## config.mk

```make
export PLATFORM = sky130hd
export DESIGN_NAME = c1_sound_mailbox
export DESIGN_NICKNAME = d
export VERILOG_FILES = /design/src/rtl/c1_sound_mailbox.sv
export SDC_FILE = /design/constraint.sdc
export NUM_CORES = 1
export LEC_CHECK = 0
export BUFFER_PORTS_ARGS = -buffer_cell sky130_fd_sc_hd__buf_2
export CAP_MARGIN = 20
export CELL_PAD_IN_SITES_DETAIL_PLACEMENT = 1
export CELL_PAD_IN_SITES_GLOBAL_PLACEMENT = 2
export CORE_MARGIN = 1
export CORE_UTILIZATION = 38
export CTS_CLUSTER_SIZE = 24
export DETAILED_ROUTE_END_ITERATION = 10
export GPL_TIMING_DRIVEN = 0
export PLACE_DENSITY = 0.85
export SYNTH_ARGS = -nofsm -noshare
export SYNTH_HDL_FRONTEND = slang
export SYNTH_SLANG_ARGS = --single-unit
export TNS_END_PERCENT = 10
```

## constraint.sdc

```tcl
create_clock -name CLK -period 6.5 [get_ports CLK]
set_input_delay 1.625 -clock CLK [delete_from_list [all_inputs] [get_ports CLK]]
set_output_delay 1.625 -clock CLK [all_outputs]
set_load 0.03 [all_outputs]
```

## src/rtl/c1_sound_mailbox.sv

```systemverilog
// C1 sound mailbox: 68K-to-Z80 command FIFO and Z80-to-68K reply FIFO,
// each with sticky overflow, plus a Z80-side flush and a maskable registered NMI.
module c1_sound_mailbox #(
    parameter int DATA_W    = 8,
    parameter int CMD_DEPTH = 4,
    parameter int REP_DEPTH = 2
) (
    input  logic                       CLK,
    input  logic                       RESET,
    input  logic                       M68K_WR,
    input  logic                       M68K_RD,
    input  logic [DATA_W-1:0]          M68K_DIN,
    output logic [DATA_W-1:0]          M68K_DOUT,
    input  logic                       Z80_RD,
    input  logic                       Z80_WR,
    input  logic                       Z80_CLR,
    input  logic                       Z80_NMI_EN,
    input  logic                       Z80_NMI_DIS,
    input  logic [DATA_W-1:0]          Z80_DIN,
    output logic [DATA_W-1:0]          Z80_DOUT,
    output logic                       nNMI,
    output logic [$clog2(CMD_DEPTH):0] CMD_COUNT,
    output logic                       CMD_EMPTY,
    output logic                       CMD_FULL,
    output logic                       REP_EMPTY,
    output logic                       REP_FULL,
    output logic                       CMD_OVF,
    output logic                       REP_OVF
);

    // A depth-1 FIFO still gets a 1-bit pointer; its storage is rounded up to
    // 2**PW slots so the pointer indexes the array at its natural width.
    localparam int CMD_PW    = (CMD_DEPTH > 1) ? $clog2(CMD_DEPTH) : 1;
    localparam int REP_PW    = (REP_DEPTH > 1) ? $clog2(REP_DEPTH) : 1;
    localparam int CMD_CW    = $clog2(CMD_DEPTH) + 1;
    localparam int REP_CW    = $clog2(REP_DEPTH) + 1;
    localparam int CMD_SLOTS = 1 << CMD_PW;
    localparam int REP_SLOTS = 1 << REP_PW;

    localparam logic [CMD_PW-1:0] CMD_LAST = CMD_PW'(CMD_DEPTH - 1);
    localparam logic [REP_PW-1:0] REP_LAST = REP_PW'(REP_DEPTH - 1);
    localparam logic [CMD_CW-1:0] CMD_MAX  = CMD_CW'(CMD_DEPTH);
    localparam logic [REP_CW-1:0] REP_MAX  = REP_CW'(REP_DEPTH);

    logic [DATA_W-1:0] cmd_mem_q [CMD_SLOTS];
    logic [DATA_W-1:0] cmd_mem_d [CMD_SLOTS];
    logic [CMD_PW-1:0] cmd_wr_ptr_q, cmd_wr_ptr_d;
    logic [CMD_PW-1:0] cmd_rd_ptr_q, cmd_rd_ptr_d;
    logic [CMD_CW-1:0] cmd_count_q, cmd_count_d;
    logic              cmd_ovf_q, cmd_ovf_d;

    logic [DATA_W-1:0] rep_mem_q [REP_SLOTS];
    logic [DATA_W-1:0] rep_mem_d [REP_SLOTS];
    logic [REP_PW-1:0] rep_wr_ptr_q, rep_wr_ptr_d;
    logic [REP_PW-1:0] rep_rd_ptr_q, rep_rd_ptr_d;
    logic [REP_CW-1:0] rep_count_q, rep_count_d;
    logic              rep_ovf_q, rep_ovf_d;

    logic              nmi_en_q, nmi_en_d;
    logic              nnmi_q, nnmi_d;

    logic cmd_empty, cmd_full, rep_empty, rep_full;
    logic cmd_push, cmd_pop, rep_push, rep_pop;

    assign cmd_empty = (cmd_count_q == '0);
    assign cmd_full  = (cmd_count_q == CMD_MAX);
    assign rep_empty = (rep_count_q == '0);
    assign rep_full  = (rep_count_q == REP_MAX);

    // A push into a full FIFO is accepted only when the same cycle frees a slot;
    // a flush overrides both strobes on the command side.
    always_comb begin
        cmd_push = M68K_WR && (!cmd_full || Z80_RD) && !Z80_CLR;
        cmd_pop  = Z80_RD && !cmd_empty && !Z80_CLR;
        rep_push = Z80_WR && (!rep_full || M68K_RD);
        rep_pop  = M68K_RD && !rep_empty;
    end

    always_comb begin
        cmd_mem_d    = cmd_mem_q;
        cmd_wr_ptr_d = cmd_wr_ptr_q;
        cmd_rd_ptr_d = cmd_rd_ptr_q;
        cmd_count_d  = cmd_count_q;
        cmd_ovf_d    = cmd_ovf_q;
        if (Z80_CLR) begin
            cmd_wr_ptr_d = '0;
            cmd_rd_ptr_d = '0;
            cmd_count_d  = '0;
            cmd_ovf_d    = 1'b0;
        end else begin
            if (cmd_push) begin
                cmd_mem_d[cmd_wr_ptr_q] = M68K_DIN;
                cmd_wr_ptr_d = (cmd_wr_ptr_q == CMD_LAST) ? '0 : cmd_wr_ptr_q + CMD_PW'(1);
            end
            if (cmd_pop) begin
                cmd_rd_ptr_d = (cmd_rd_ptr_q == CMD_LAST) ? '0 : cmd_rd_ptr_q + CMD_PW'(1);
            end
            if (cmd_push && !cmd_pop) begin
                cmd_count_d = cmd_count_q + CMD_CW'(1);
            end else if (cmd_pop && !cmd_push) begin
                cmd_count_d = cmd_count_q - CMD_CW'(1);
            end
            if (M68K_WR && cmd_full && !Z80_RD) begin
                cmd_ovf_d = 1'b1;
            end
        end
    end

    // Reply overflow clears on a 68K read that observes it set; the pop itself
    // behaves normally, and overflow can never be set in the same cycle.
    always_comb begin
        rep_mem_d    = rep_mem_q;
        rep_wr_ptr_d = rep_wr_ptr_q;
        rep_rd_ptr_d = rep_rd_ptr_q;
        rep_count_d  = rep_count_q;
        rep_ovf_d    = rep_ovf_q;
        if (rep_push) begin
            rep_mem_d[rep_wr_ptr_q] = Z80_DIN;
            rep_wr_ptr_d = (rep_wr_ptr_q == REP_LAST) ? '0 : rep_wr_ptr_q + REP_PW'(1);
        end
        if (rep_pop) begin
            rep_rd_ptr_d = (rep_rd_ptr_q == REP_LAST) ? '0 : rep_rd_ptr_q + REP_PW'(1);
        end
        if (rep_push && !rep_pop) begin
            rep_count_d = rep_count_q + REP_CW'(1);
        end else if (rep_pop && !rep_push) begin
            rep_count_d = rep_count_q - REP_CW'(1);
        end
        if (Z80_WR && rep_full && !M68K_RD) begin
            rep_ovf_d = 1'b1;
        end else if (M68K_RD && rep_ovf_q) begin
            rep_ovf_d = 1'b0;
        end
    end

    // Disable wins over enable; the NMI request is built from registered state
    // so it trails the FIFO/enable update by one cycle.
    always_comb begin
        nmi_en_d = nmi_en_q;
        if (Z80_NMI_DIS) begin
            nmi_en_d = 1'b0;
        end else if (Z80_NMI_EN) begin
            nmi_en_d = 1'b1;
        end
        nnmi_d = ~(nmi_en_q & ~cmd_empty);
    end

    always_ff @(posedge CLK) begin
        if (RESET) begin
            for (int i = 0; i < CMD_SLOTS; i++) begin
                cmd_mem_q[i] <= '0;
            end
            for (int i = 0; i < REP_SLOTS; i++) begin
                rep_mem_q[i] <= '0;
            end
            cmd_wr_ptr_q <= '0;
            cmd_rd_ptr_q <= '0;
            cmd_count_q  <= '0;
            cmd_ovf_q    <= 1'b0;
            rep_wr_ptr_q <= '0;
            rep_rd_ptr_q <= '0;
            rep_count_q  <= '0;
            rep_ovf_q    <= 1'b0;
            nmi_en_q     <= 1'b0;
            nnmi_q       <= 1'b1;
        end else begin
            cmd_mem_q    <= cmd_mem_d;
            rep_mem_q    <= rep_mem_d;
            cmd_wr_ptr_q <= cmd_wr_ptr_d;
            cmd_rd_ptr_q <= cmd_rd_ptr_d;
            cmd_count_q  <= cmd_count_d;
            cmd_ovf_q    <= cmd_ovf_d;
            rep_wr_ptr_q <= rep_wr_ptr_d;
            rep_rd_ptr_q <= rep_rd_ptr_d;
            rep_count_q  <= rep_count_d;
            rep_ovf_q    <= rep_ovf_d;
            nmi_en_q     <= nmi_en_d;
            nnmi_q       <= nnmi_d;
        end
    end

    assign Z80_DOUT  = cmd_empty ? '0 : cmd_mem_q[cmd_rd_ptr_q];
    assign M68K_DOUT = rep_empty ? '0 : rep_mem_q[rep_rd_ptr_q];
    assign CMD_COUNT = cmd_count_q;
    assign CMD_EMPTY = cmd_empty;
    assign CMD_FULL  = cmd_full;
    assign REP_EMPTY = rep_empty;
    assign REP_FULL  = rep_full;
    assign CMD_OVF   = cmd_ovf_q;
    assign REP_OVF   = rep_ovf_q;
    assign nNMI      = nnmi_q;

endmodule

```

==> summary.md, run 1 <==
| Metric | Value |
|---|---|
| Status | `finished, final reports clean` |
| Layout cells sized above 1 | `roughly 25%` |
| Worst setup margin | `roughly 2.7 ns` |
| Core Util, Final | `between 40% and 50%` |
| Critical Path Start Type | `flop` |
| Wire per inst | `15.8 microns` |
| Vias in the first global route | `roughly 2400` |
| Count leader, synth | `nand2b_1` |
| I/O pin total | `51` |
| Hold endpoint | `CMD_OVF` |
| RSZ-0062 raised after global routing | `false` |
| Slew Limit Fails | `0` |
| H-tree levels | `3` |
| Starting density of the core | `39.6%` |
| RR Startpoint | `CMD_COUNT[0]` |
| CP bufs+invs | `2` |
| Core area | `0.00777 sq mm` |
| Die H | `just over 90 microns` |
| DR vias/cell | `4.95` |
| # DRC | `0` |
| Later-pin clock latency in the skew report | `0.34 ns` |
| Synth cell types | `32` |
| Port bufs | `49` |
| Seq pwr share | `a little over two fifths` |
| Routability congestion estimate | `0.703` |
| Dpl ws | `approximately 2.7 ns` |
| Power per cell area | `between 200 and 300 mW/mm^2` |
| Hold Buf Count CTS | `0` |
| Max rail drop VDD | `0.131 mV` |
| Root buffer cell | `clkbuf_8` |
| Max incr delay on CP | `0.60 ns` |
| CTS Buf Count | `9` |
| Relative slew margins | `41.4%` |
| Max-cap violations | `0` |
| Final setup fails | `0` |
| Cell depth of the worst min-delay path | `2` |
| Setup tns final | `0 ns` |
| Via count | `2299` |
| Critical path required time | `4.88 ns` |
| WS Path Type | `reg -> out` |
| Sw Pwr | `0.292 mW` |
| Dpl hpwl | `5310 microns` |
| Min cycle time layout | `roughly 3.8 ns` |
| Ys Warns | `0` |
| First-pass GRT wire length | `12000 microns` |
| Primary FF master, synth | `dfxtp_1` |
| Mean post-synth cell area | `10.4 sq um` |
| Worst Reg-to-Reg Cells | `8` |
| Final hold slack | `about 0.48 ns` |
| Leading area contributor after synthesis | `dfxtp_1` |
| Reg-to-reg endpoint | `CMD_COUNT[2]` |
| CTS tree | `yes` |
| Nets | `between 300 and 400` |
| Tcrit/Tclk final | `58.8%` |
| Fin. Hold Viols | `0` |
| Combinational power share | `20.4%` |
| Final Skew | `0.00622 ns` |
| CP max FO | `10` |
| Clk slew on worst S/H paths | `~0.070 ns` |
| Cells along the critical path | `clkbuf_1, mux4_2, nor2b_1, buf_2` |
| Die footprint | `approximately 0.0085 sq mm` |
| Die X | `92.0 microns` |
| Synth top cells by count | `64 x nand2b_1, 63 x dfxtp_1, 57 x mux2i_1` |
| Post-CTS Setup Repair Bufs | `0` |
| Clock power frac | `between 30 and 40%` |
| Number of synthesized register bits | `63` |
| Crit-path slowest cell | `mux4_2` |
| Row Count | `32` |
| Largest net degree at the start of global routing | `12` |
| Placed insts | `448` |
| Maximum root-to-sink buffer count | `2` |
| CTS resizes | `0` |
| FFs w/ async S/R, synth | `0%` |
| Switching share of power | `between 20% and 30%` |
| CP Capture Type | `output pin` |
| Hold Path Class | `reg -> reg` |
| Internal | `0.700 mW` |
| Kind of cell adding the most delay to the critical path | `buffers and inverters` |
| Post-synth top area share | `41.0%` |
| Post-Route WL | `7340 microns` |
| Post-synth EDFFs | `0` |
| Overflow after GRT | `0` |
| Worst EP arrival | `2.20 ns` |
| # diodes | `0` |
| DR iter-0 viols | `55` |
| Max Freq | `~260 MHz` |
| Seq/Total Area, Yosys | `41.0%` |
| Tot GR Track Use | `18.8%` |
| CTS sink cnt | `63` |
| Cell count after synthesis | `297` |
| Post-synth design cell area | `about 0.003 sq mm` |
| DR pass1 iterations | `4` |
| Antenna violations before repair | `0` |
| Final non-filler cell total | `~460` |
| Area contributors post-synth | `dfxtp_1 41%, mux2i_1 19%, nand2b_1 13%` |
| FF-to-FF setup slack | `between 4 and 5 ns` |
| Mapped Nets | `between 300 and 400` |
| Hold Startpoint | `CMD_OVF` |
| Area Overhead vs Synth | `19.2%` |
| Fillers | `895` |
| Antenna-violating nets left | `0` |
| Leakage | `between 1.5 and 2 nW` |
| Worst slew pin tran | `0.874 ns` |
-- how the worst max path moves through the flow --
stage	startpoint	slack [ns]	end	cells after the start
final	cmd_rd_ptr_q[0]	2.68	Z80_DOUT[7]	4
after global routing	cmd_rd_ptr_q[0]	2.61	Z80_DOUT[7]	4
after CTS	cmd_rd_ptr_q[0]	2.66	Z80_DOUT[7]	4
after detailed placement	Z80_CLR	2.72	CMD_COUNT[2]	10
after global placement	Z80_CLR	2.74	CMD_COUNT[2]	10
after floorplan	CMD_COUNT[0]	2.84	Z80_DOUT[0]	2
-- per-layer routing --
layer	wire length (microns)	GRT usage, %	vias up
li1	-	-	1128
met1	3190	21.0	1115
met2	3770	33.8	44
met3	260	5.39	12
met4	123	6.51	0
met5	0	0	-
-- metrics by stage --
step           total power [mW]  area [sq um]
2_1_floorplan             0.576          3080
3_3_place_gp              0.627          3450
3_5_place_dp              0.635          3460
4_1_cts                    1.01          3670
5_1_grt                    1.04          3670
6_report                  0.992          3670
-- power by group through the flow --
| stage | sequential, mW | clock (mW) | combinational [mW] |
|---|---|---|---|
| after global placement | 0.429 | 0 | 0.198 |
| after floorplan | 0.429 | 0 | 0.147 |
| final | 0.421 | 0.368 | 0.202 |
| after CTS | 0.421 | 0.378 | 0.206 |
| after detailed placement | 0.430 | 0 | 0.205 |
| after global routing | 0.424 | 0.396 | 0.220 |
-- area by class of cell --
| type | count | area, sq um | share of cell area, % |
|---|---|---|---|
| repair buffers | 49 | 245 | 6.68 |
| well taps | 102 | 128 | 3.48 |
| flip-flops and latches | 63 | 1260 | 34.4 |
| clock buffers | 10 | 128 | 3.48 |
| multi-input cells | 210 | 1710 | 46.5 |
| plain buffers | 19 | 97.6 | 2.66 |
| clock inverters | 6 | 85.1 | 2.32 |
| inverters | 5 | 18.8 | 0.511 |
-- tightest hold or removal path, stage by stage (launching register included) --
cell and delay (ns):
dfxtp_1 0.34, a31oi_1 0.04, nor2_1 0.07
-- sequential cells by signal, summed over array words and instances, names as in the netlist --
name and flops:
CMD_COUNT 3, nmi_en_q 1, rep_mem_q 16, rep_count_q 2, nNMI 1, CMD_OVF 1
cmd_wr_ptr_q 2, rep_wr_ptr_q 1, cmd_rd_ptr_q 2, REP_OVF 1, cmd_mem_q 32, rep_rd_ptr_q 1
-- cells by family (layout without fill, tap and decap cells) --
| logic type | count (synthesis) | after routing | synth area share (%) |
|---|---|---|---|
| buffers and inverters | 24 | 89 | 3.78 |
| and+or+nand+nor | 118 | 118 | 23.2 |
| AOI/OAI and AO/OA | 14 | 14 | 2.80 |
| xor gates and xnor gates | 5 | 5 | 1.42 |
| muxes | 65 | 65 | 24.4 |
| DFF | 63 | 63 | 41.0 |
| adders and majority gates | 8 | 8 | 3.49 |
-- cell usage in the layout (no fill, tap or decap), types with 2 or more instances in the layout --
cell | netlist | routed
mux4_2 | 8 | 8
nand3_1 | 2 | 2
clkbuf_8 | 0 | 9
or3_1 | 3 | 3
ha_1 | 7 | 7
o31ai_1 | 3 | 3
clkinvlp_4 | 0 | 2
inv_1 | 5 | 5
nand3_2 | 3 | 3
clkinv_2 | 0 | 2
mux2i_1 | 57 | 57
a21oi_1 | 4 | 4
or2_2 | 2 | 2
dfxtp_1 | 63 | 63
nor2b_1 | 10 | 10
clkbuf_1 | 13 | 14
o21ai_0 | 4 | 4
nor3b_1 | 2 | 2
nand4_1 | 2 | 2
nand2_1 | 2 | 2
and3_4 | 2 | 2
nor3_1 | 4 | 3
nand2b_1 | 64 | 64
buf_2 | 3 | 52
buf_6 | 3 | 3
xor2_1 | 5 | 5
bufinv_16 | 0 | 2
nor2_1 | 18 | 18
No activity file was read; power rests on OpenSTA's default activity.
==> inputs of run 2 (changes only) <==
Settings changed: CORE_UTILIZATION 38 to 36, PLACE_DENSITY 0.85 to 0.81.
Clock period 6.5 ns to 3.7 ns, I/O delays scaled along.
==> summary.md, run 2 (same netlist as run 1, synthesis figures left out) <==
| Metric | Value |
|---|---|
| RSZ-0062 raised after global routing | `false` |
| Nets | `390 (unchanged)` |
| Antenna violations before repair | `0 (unchanged)` |
| CTS sink cnt | `63 (unchanged)` |
| Overflow after GRT | `0 (unchanged)` |
| DR iter-0 viols | `62 (+13%)` |
| CTS tree | `yes` |
| Kind of cell adding the most delay to the critical path | `buffers and inverters` |
| Leakage | `1.61 nW (-0.81%)` |
| WS Path Type | `reg -> out` |
| Final setup fails | `0 (unchanged)` |
| Slew Limit Fails | `0 (unchanged)` |
| CTS resizes | `0 (unchanged)` |
| Max FFs per register | `32 (unchanged)` |
| CP Launch Point | `cmd_rd_ptr_q[0]` |
| Max Freq | `~320 MHz` |
| Layout cells sized above 1 | `24.1% (-0.49 points)` |
| I/O pin total | `51 (unchanged)` |
| Placed insts | `451 (+0.67%)` |
| Critical Path Start Type | `flop` |
| FF-to-FF setup slack | `1.28 ns (-2.85 ns)` |
| Reg-to-reg endpoint | `CMD_COUNT[2]` |
| Status | `finished, final reports clean` |
| DR vias/cell | `4.89 (-1.3%)` |
| Crit-path slowest cell | `mux4_2` |
| Die footprint | `0.00893 sq mm (+5.4%)` |
| Worst slew pin tran | `0.889 ns (+0.0152 ns)` |
| Final Skew | `0.00706 ns (+0.000835 ns)` |
| Clk slew on worst S/H paths | `0.07 ns (about the same)` |
| Critical path required time | `2.77 ns (-2.11 ns)` |
| Post-CTS Setup Repair Bufs | `0 (unchanged)` |
| Commonest non-fill, non-tap cell in the layout | `nand2b_1` |
| Die H | `94.5 microns (+2.7%)` |
| Fin. Hold Viols | `0 (unchanged)` |
| # diodes | `0 (unchanged)` |
| Relative slew margins | `40.4% (-1.0 points)` |
| Most frequent cells in the layout | `64 x nand2b_1, 63 x dfxtp_1, 57 x mux2i_1` |
| DR pass1 iterations | `4 (unchanged)` |
| Setup tns final | `0 ns (unchanged)` |
| Wire per inst | `15.4 microns (-2.6%)` |
| Routability congestion estimate | `0.698 (-0.71%)` |
| Worst Reg-to-Reg Cells | `8 (unchanged)` |
| # DRC | `0 (unchanged)` |
| Hold Path Class | `reg -> reg` |
| CTS Buf Count | `9 (unchanged)` |
| Post-Route WL | `7180 microns (-2.2%)` |
| Tot GR Track Use | `17.5% (-1.2 points)` |
| Starting density of the core | `37.3% (-2.4 points)` |
| Maximum root-to-sink buffer count | `2 (unchanged)` |
| RR Startpoint | `CMD_COUNT[0]` |
| Cells along the critical path | `clkbuf_1, mux4_2, nor2b_1, buf_2` |
| H-tree levels | `3 (unchanged)` |
| Via count | `2278 (-0.91%)` |
| CP Capture Type | `output pin` |
| Fillers | `970 (+8.4%)` |
| Hold Buf Count CTS | `0 (unchanged)` |
| Later-pin clock latency in the skew report | `0.34 ns (about the same)` |
| Antenna-violating nets left | `0 (unchanged)` |
| CP bufs+invs | `2 (unchanged)` |
| Min cycle time layout | `3.09 ns` |
| Root buffer cell | `clkbuf_8` |
| Worst EP arrival | `2.17 ns (-0.03 ns)` |
| Final non-filler cell total | `466 (+0.43%)` |
| Power per cell area | `456 mW/mm^2 (+69%)` |
| Dpl hpwl | `5230 microns (-1.6%)` |
| Largest Register | `cmd_mem_q` |
| Max rail drop VDD | `0.166 mV (+26%)` |
| Largest net degree at the start of global routing | `11 (-1)` |
| Port bufs | `49 (unchanged)` |
| Max-cap violations | `0 (unchanged)` |
| Area Overhead vs Synth | `18.2%` |
| Core area | `0.00826 sq mm (+6.3%)` |
| Row Count | `33 (+3.1%)` |
| Tcrit/Tclk final | `83.6%` |
| CP max FO | `10 (unchanged)` |
| Die X | `94.5 microns (+2.7%)` |
| Vias in the first global route | `2366 (-1.6%)` |
| Crit path depth | `4 (unchanged)` |
| Max incr delay on CP | `0.58 ns (-0.02 ns)` |
| First-pass GRT wire length | `11600 microns (-3.3%)` |
| Worst setup path end | `Z80_DOUT[7]` |
[run 2: area by class of cell]
type | instances | area, sq um | area share, %
plain buffers | 19 | 97.6 | 2.68
clock buffers | 11 | 131 | 3.61
clock inverters | 4 | 47.5 | 1.31
inverters | 5 | 18.8 | 0.516
multi-input cells | 210 | 1710 | 46.9
flip-flops and latches | 63 | 1260 | 34.7
well taps | 105 | 131 | 3.61
repair buffers | 49 | 245 | 6.74
[run 2: worst min-delay path, cell delays in order (launching register included)]
cell and delay [ns]:
dfxtp_1 0.33, a31oi_1 0.04, nor2_1 0.07
[run 2: stage by stage]
step	power, mW	util (%)	area (sq um)	hold WS [ns]	setup WS, ns
6_report	1.66	44.1	3640	0.475	0.605
3_5_place_dp	1.12	41.9	3460	0.460	0.651
3_3_place_gp	1.10	41.8	3460	0.449	0.689
4_1_cts	1.68	44.1	3640	0.483	0.534
2_1_floorplan	1.01	-	3080	0.446	0.739
5_1_grt	1.75	44.1	3640	0.496	0.467
[run 2: how the worst min path moves through the flow]
stage | to | from | cells after the start | slack (ns)
2_1_floorplan | cmd_mem_q[11] | cmd_mem_q[11] | 2 | 0.45
3_3_place_gp | CMD_OVF | CMD_OVF | 2 | 0.45
3_5_place_dp | CMD_OVF | CMD_OVF | 2 | 0.46
4_1_cts | CMD_OVF | CMD_OVF | 2 | 0.48
5_1_grt | cmd_mem_q[26] | cmd_mem_q[26] | 2 | 0.50
6_report | CMD_OVF | CMD_OVF | 2 | 0.47
[run 2: layer usage]
layer / global-route usage, % / vias up / share of wire, %
met5: 0 / - / 0
met4: 7.20 / 0 / 1.5
met3: 2.66 / 10 / 2.7
met2: 30.7 / 37 / 49
met1: 21.4 / 1103 / 47
li1: - / 1128 / -
[run 2: power by group]
part | total, mW | leakage (nW) | switching (mW) | internal [mW]
registers | 0.741 | 0.512 | 0.0240 | 0.717
clock network | 0.565 | 0.0892 | 0.260 | 0.306
logic | 0.352 | 1.01 | 0.216 | 0.135
==> inputs of run 3 (changes only) <==
Settings changed: ABC_AREA set to 1, CORE_UTILIZATION 36 to 31.
Clock period 3.7 ns to 3.1 ns, I/O delays scaled along.
==> summary.md, run 3 <==
| Metric | Value |
|---|---|
| Max-cap violations | `0 (unchanged)` |
| Die X | `106 microns (+13%)` |
| CP Capture Type | `output pin` |
| Final setup fails | `0 (unchanged)` |
| Commonest non-fill, non-tap cell in the layout | `nand2_1` |
| Worst setup path end | `Z80_DOUT[0]` |
| Core Util, Final | `38.0% (-6.1 points)` |
| Row Count | `37 (+12%)` |
| Max rail drop VDD | `0.318 mV (+91%)` |
| Nets | `612 (+57%)` |
| Number of synthesized register bits | `63 (unchanged)` |
| FFs w/ async S/R, synth | `0% (unchanged)` |
| Antenna violations before repair | `1 (+1)` |
| Final Skew | `0.00612 ns (-0.000943 ns)` |
| Tcrit/Tclk final | `88.7%` |
| Critical Path Start Type | `flop` |
| Combinational power share | `28.7% (+7.5 points)` |
| Slew Limit Fails | `0 (unchanged)` |
| FF+latch area | `0.00126 sq mm (unchanged)` |
| WS Path Type | `reg -> out` |
| Worst slew pin tran | `0.555 ns (-0.334 ns)` |
| Worst Reg-to-Reg Cells | `12 (+4)` |
| Total Power | `2.17 mW (+31%)` |
| Synth Area in Compound Gates | `10.1% (+7.3 points)` |
| Core area | `0.0104 sq mm (+26%)` |
| Area Overhead vs Synth | `17.2%` |
| Min cycle time layout | `roughly 2.8 ns` |
| RR Startpoint | `CMD_COUNT[0]` |
| Seq/Total Area, Yosys | `37.4% (-3.6 points)` |
| Via count | `3322 (+46%)` |
| Post-synth design cell area | `0.00337 sq mm (+9.5%)` |
| CTS sink cnt | `63 (unchanged)` |
| Antenna-violating nets left | `0 (unchanged)` |
| Switching share of power | `37.0% (+6.8 points)` |
| Port bufs | `50 (+2.0%)` |
| Fin. Hold Viols | `0 (unchanged)` |
| Synth cell types | `26 (-19%)` |
| Relative slew margins | `63.0% (+23 points)` |
| Worst setup margin | `0.350 ns (-0.256 ns)` |
| Cell count after synthesis | `518 (+74%)` |
| Leading area contributor after synthesis | `dfxtp_1` |
| Setup tns final | `0 ns (unchanged)` |
| # DRC | `0 (unchanged)` |
| Overflow after GRT | `0 (unchanged)` |
| Dpl ws | `0.415 ns (-0.236 ns)` |
| Synth Area in XOR/XNOR | `0.519% (-0.90 points)` |
| Layout cells sized above 1 | `16.0% (-8.1 points)` |
| Maximum root-to-sink buffer count | `2 (unchanged)` |
| GRT Max-Usage Layer | `met2` |
| Seq pwr share | `42.2% (-2.5 points)` |
| Final hold slack | `0.429 ns (-0.0460 ns)` |
| Routability congestion estimate | `0.749 (+7.3%)` |
| Clk slew on worst S/H paths | `0.07 ns (about the same)` |
| Largest family of logic cells by synthesized area | `simple AND/OR/NAND/NOR gates` |
| Most frequent cells in the layout | `112 x nand2_1, 102 x inv_1, 82 x nor2_1` |
| Root buffer cell | `clkbuf_8` |
| Clock power frac | `29.0% (-5.1 points)` |
| Reg-to-reg endpoint | `CMD_COUNT[2]` |
| Post-Route WL | `9790 microns (+36%)` |
| Fillers | `1394 (+44%)` |
| I/O pin total | `51 (unchanged)` |
| Critical path required time | `2.32 ns (-0.45 ns)` |
| Status | `finished, final reports clean` |
| Area of placed instances | `0.00379 sq mm (+9.6%)` |
| Post-synth EDFFs | `0 (unchanged)` |
| Die H | `106 microns (+13%)` |
| Dpl hpwl | `7140 microns (+37%)` |
| H-tree levels | `3 (unchanged)` |
| Post-CTS Setup Repair Bufs | `0 (unchanged)` |
| Area contributors post-synth | `dfxtp_1 37%, nand2_1 12%, inv_1 11%` |
| Mean post-synth cell area | `6.51 sq um (-37%)` |
| Largest net degree at the start of global routing | `11 (unchanged)` |
| Placed insts | `704 (+56%)` |
| Met2 usage | `33.4% (+2.7 points)` |
| Finished Cell Area | `0.00395 sq mm (+8.6%)` |
| Grt met3 use | `3.25% (+0.59 points)` |
| Post-synth top area share | `37.4% (-3.6 points)` |
| First-pass GRT wire length | `16600 microns (+43%)` |
| Final non-filler cell total | `720 (+55%)` |
| Max Freq | `between 300 and 400 MHz` |
| Internal | `1.37 mW (+18%)` |
| Later-pin clock latency in the skew report | `0.34 ns (about the same)` |
| Tot GR Track Use | `19.1% (+1.6 points)` |
| Leakage | `1.96 nW (+22%)` |
| RSZ-0062 raised after global routing | `false` |
| Area share of fa/ha/maj cells after synthesis | `3.19% (-0.30 points)` |
| FF-to-FF setup slack | `0.89 ns (-0.39 ns)` |
| DR pass1 iterations | `4 (unchanged)` |
| Max FFs per register | `32 (unchanged)` |
| Ys Warns | `0 (unchanged)` |
| Mapped Nets | `551 (+67%)` |
| Count leader, synth | `nand2_1` |
| Wire per inst | `13.6 microns (-12%)` |
| Mux cell area share after synthesis | `0% (-24 points)` |
| CP Launch Point | `cmd_rd_ptr_q[0]` |
| Grt met1 use | `22.6% (+1.2 points)` |
| Largest Register | `cmd_mem_q` |
| Hold Startpoint | `nmi_en_q` |
| Sw Pwr | `0.802 mW (+60%)` |
| Starting density of the core | `32.4% (-4.9 points)` |
| DR iter-0 viols | `64 (+3.2%)` |
| CTS Buf Count | `9 (unchanged)` |
| DR vias/cell | `4.61 (-5.6%)` |
| Worst EP arrival | `1.98 ns (-0.19 ns)` |
| Power per cell area | `548 mW/mm^2 (+20%)` |
| Primary FF master, synth | `dfxtp_1` |
| Synth top cells by count | `112 x nand2_1, 102 x inv_1, 82 x nor2_1` |
| Hold Buf Count CTS | `0 (unchanged)` |
| Vias in the first global route | `3466 (+46%)` |
| Multi-input gate area | `0.00156 sq mm (-8.6%)` |
| Die footprint | `0.0113 sq mm (+27%)` |
| Synth Area in Simple Gates | `32.5% (+9.3 points)` |
| CTS tree | `yes` |
| CTS resizes | `0 (unchanged)` |
| CP max FO | `10 (unchanged)` |
| Hold Path Class | `reg -> reg` |
## run 3: cell count changes after synthesis, moves of 35 or more
cell / before / now
inv_1: 5 / 102
nand2_1: 2 / 112
nand2b_1: 64 / 0
a21oi_1: 4 / 39
mux2i_1: 57 / 0
nor2_1: 18 / 82
## run 3: critical path, cell delays in order, from the launching register on
cell	delay [ns]
dfxtp_1	0.33
buf_2	0.25
clkbuf_1	0.42
o21ai_0	0.15
a21oi_1	0.24
buf_2	0.24
## run 3: power by group through the flow
stage | logic (mW) | registers [mW] | clock network [mW]
after detailed placement | 0.632 | 0.934 | 0
after global placement | 0.622 | 0.930 | 0
after floorplan | 0.448 | 0.928 | 0
after global routing | 0.704 | 0.922 | 0.691
after CTS | 0.636 | 0.915 | 0.659
final | 0.623 | 0.915 | 0.630
## run 3: cells by family (layout without fill, tap and decap cells)
group / count (synthesis) / in the layout
simple gates: 245 / 245
buf+inv: 133 / 198
compound gates: 67 / 67
flops: 63 / 63
fa+ha+maj: 8 / 8
xor+xnor: 2 / 2
other cells: 0 / 1
## run 3: worst min-delay path by stage
stage	to	slack, ns	depth (start not counted)
final	nNMI	0.43	1
after global routing	nNMI	0.45	1
after CTS	nNMI	0.43	1
after detailed placement	nNMI	0.41	1
after global placement	nNMI	0.43	1
after floorplan	nNMI	0.38	1
## run 3: final cells by class
| class | count | share of cell area, % |
|---|---|---|
| Antenna cell | 1 | 0.0633 |
| Inverter | 110 | 10.4 |
| Tap cell | 136 | 4.30 |
| Buffer | 23 | 3.51 |
| Sequential cell | 63 | 31.9 |
| Timing Repair Buffer | 50 | 6.33 |
| Clock buffer | 14 | 3.86 |
| Multi-Input combinational cell | 322 | 39.5 |
| Clock inverter | 1 | 0.127 |
## run 3: routing by layer
metal	vias up	share of wire (%)
li1	1707	-
met1	1546	46
met2	56	48
met3	13	3.8
met4	0	2.5
met5	-	0
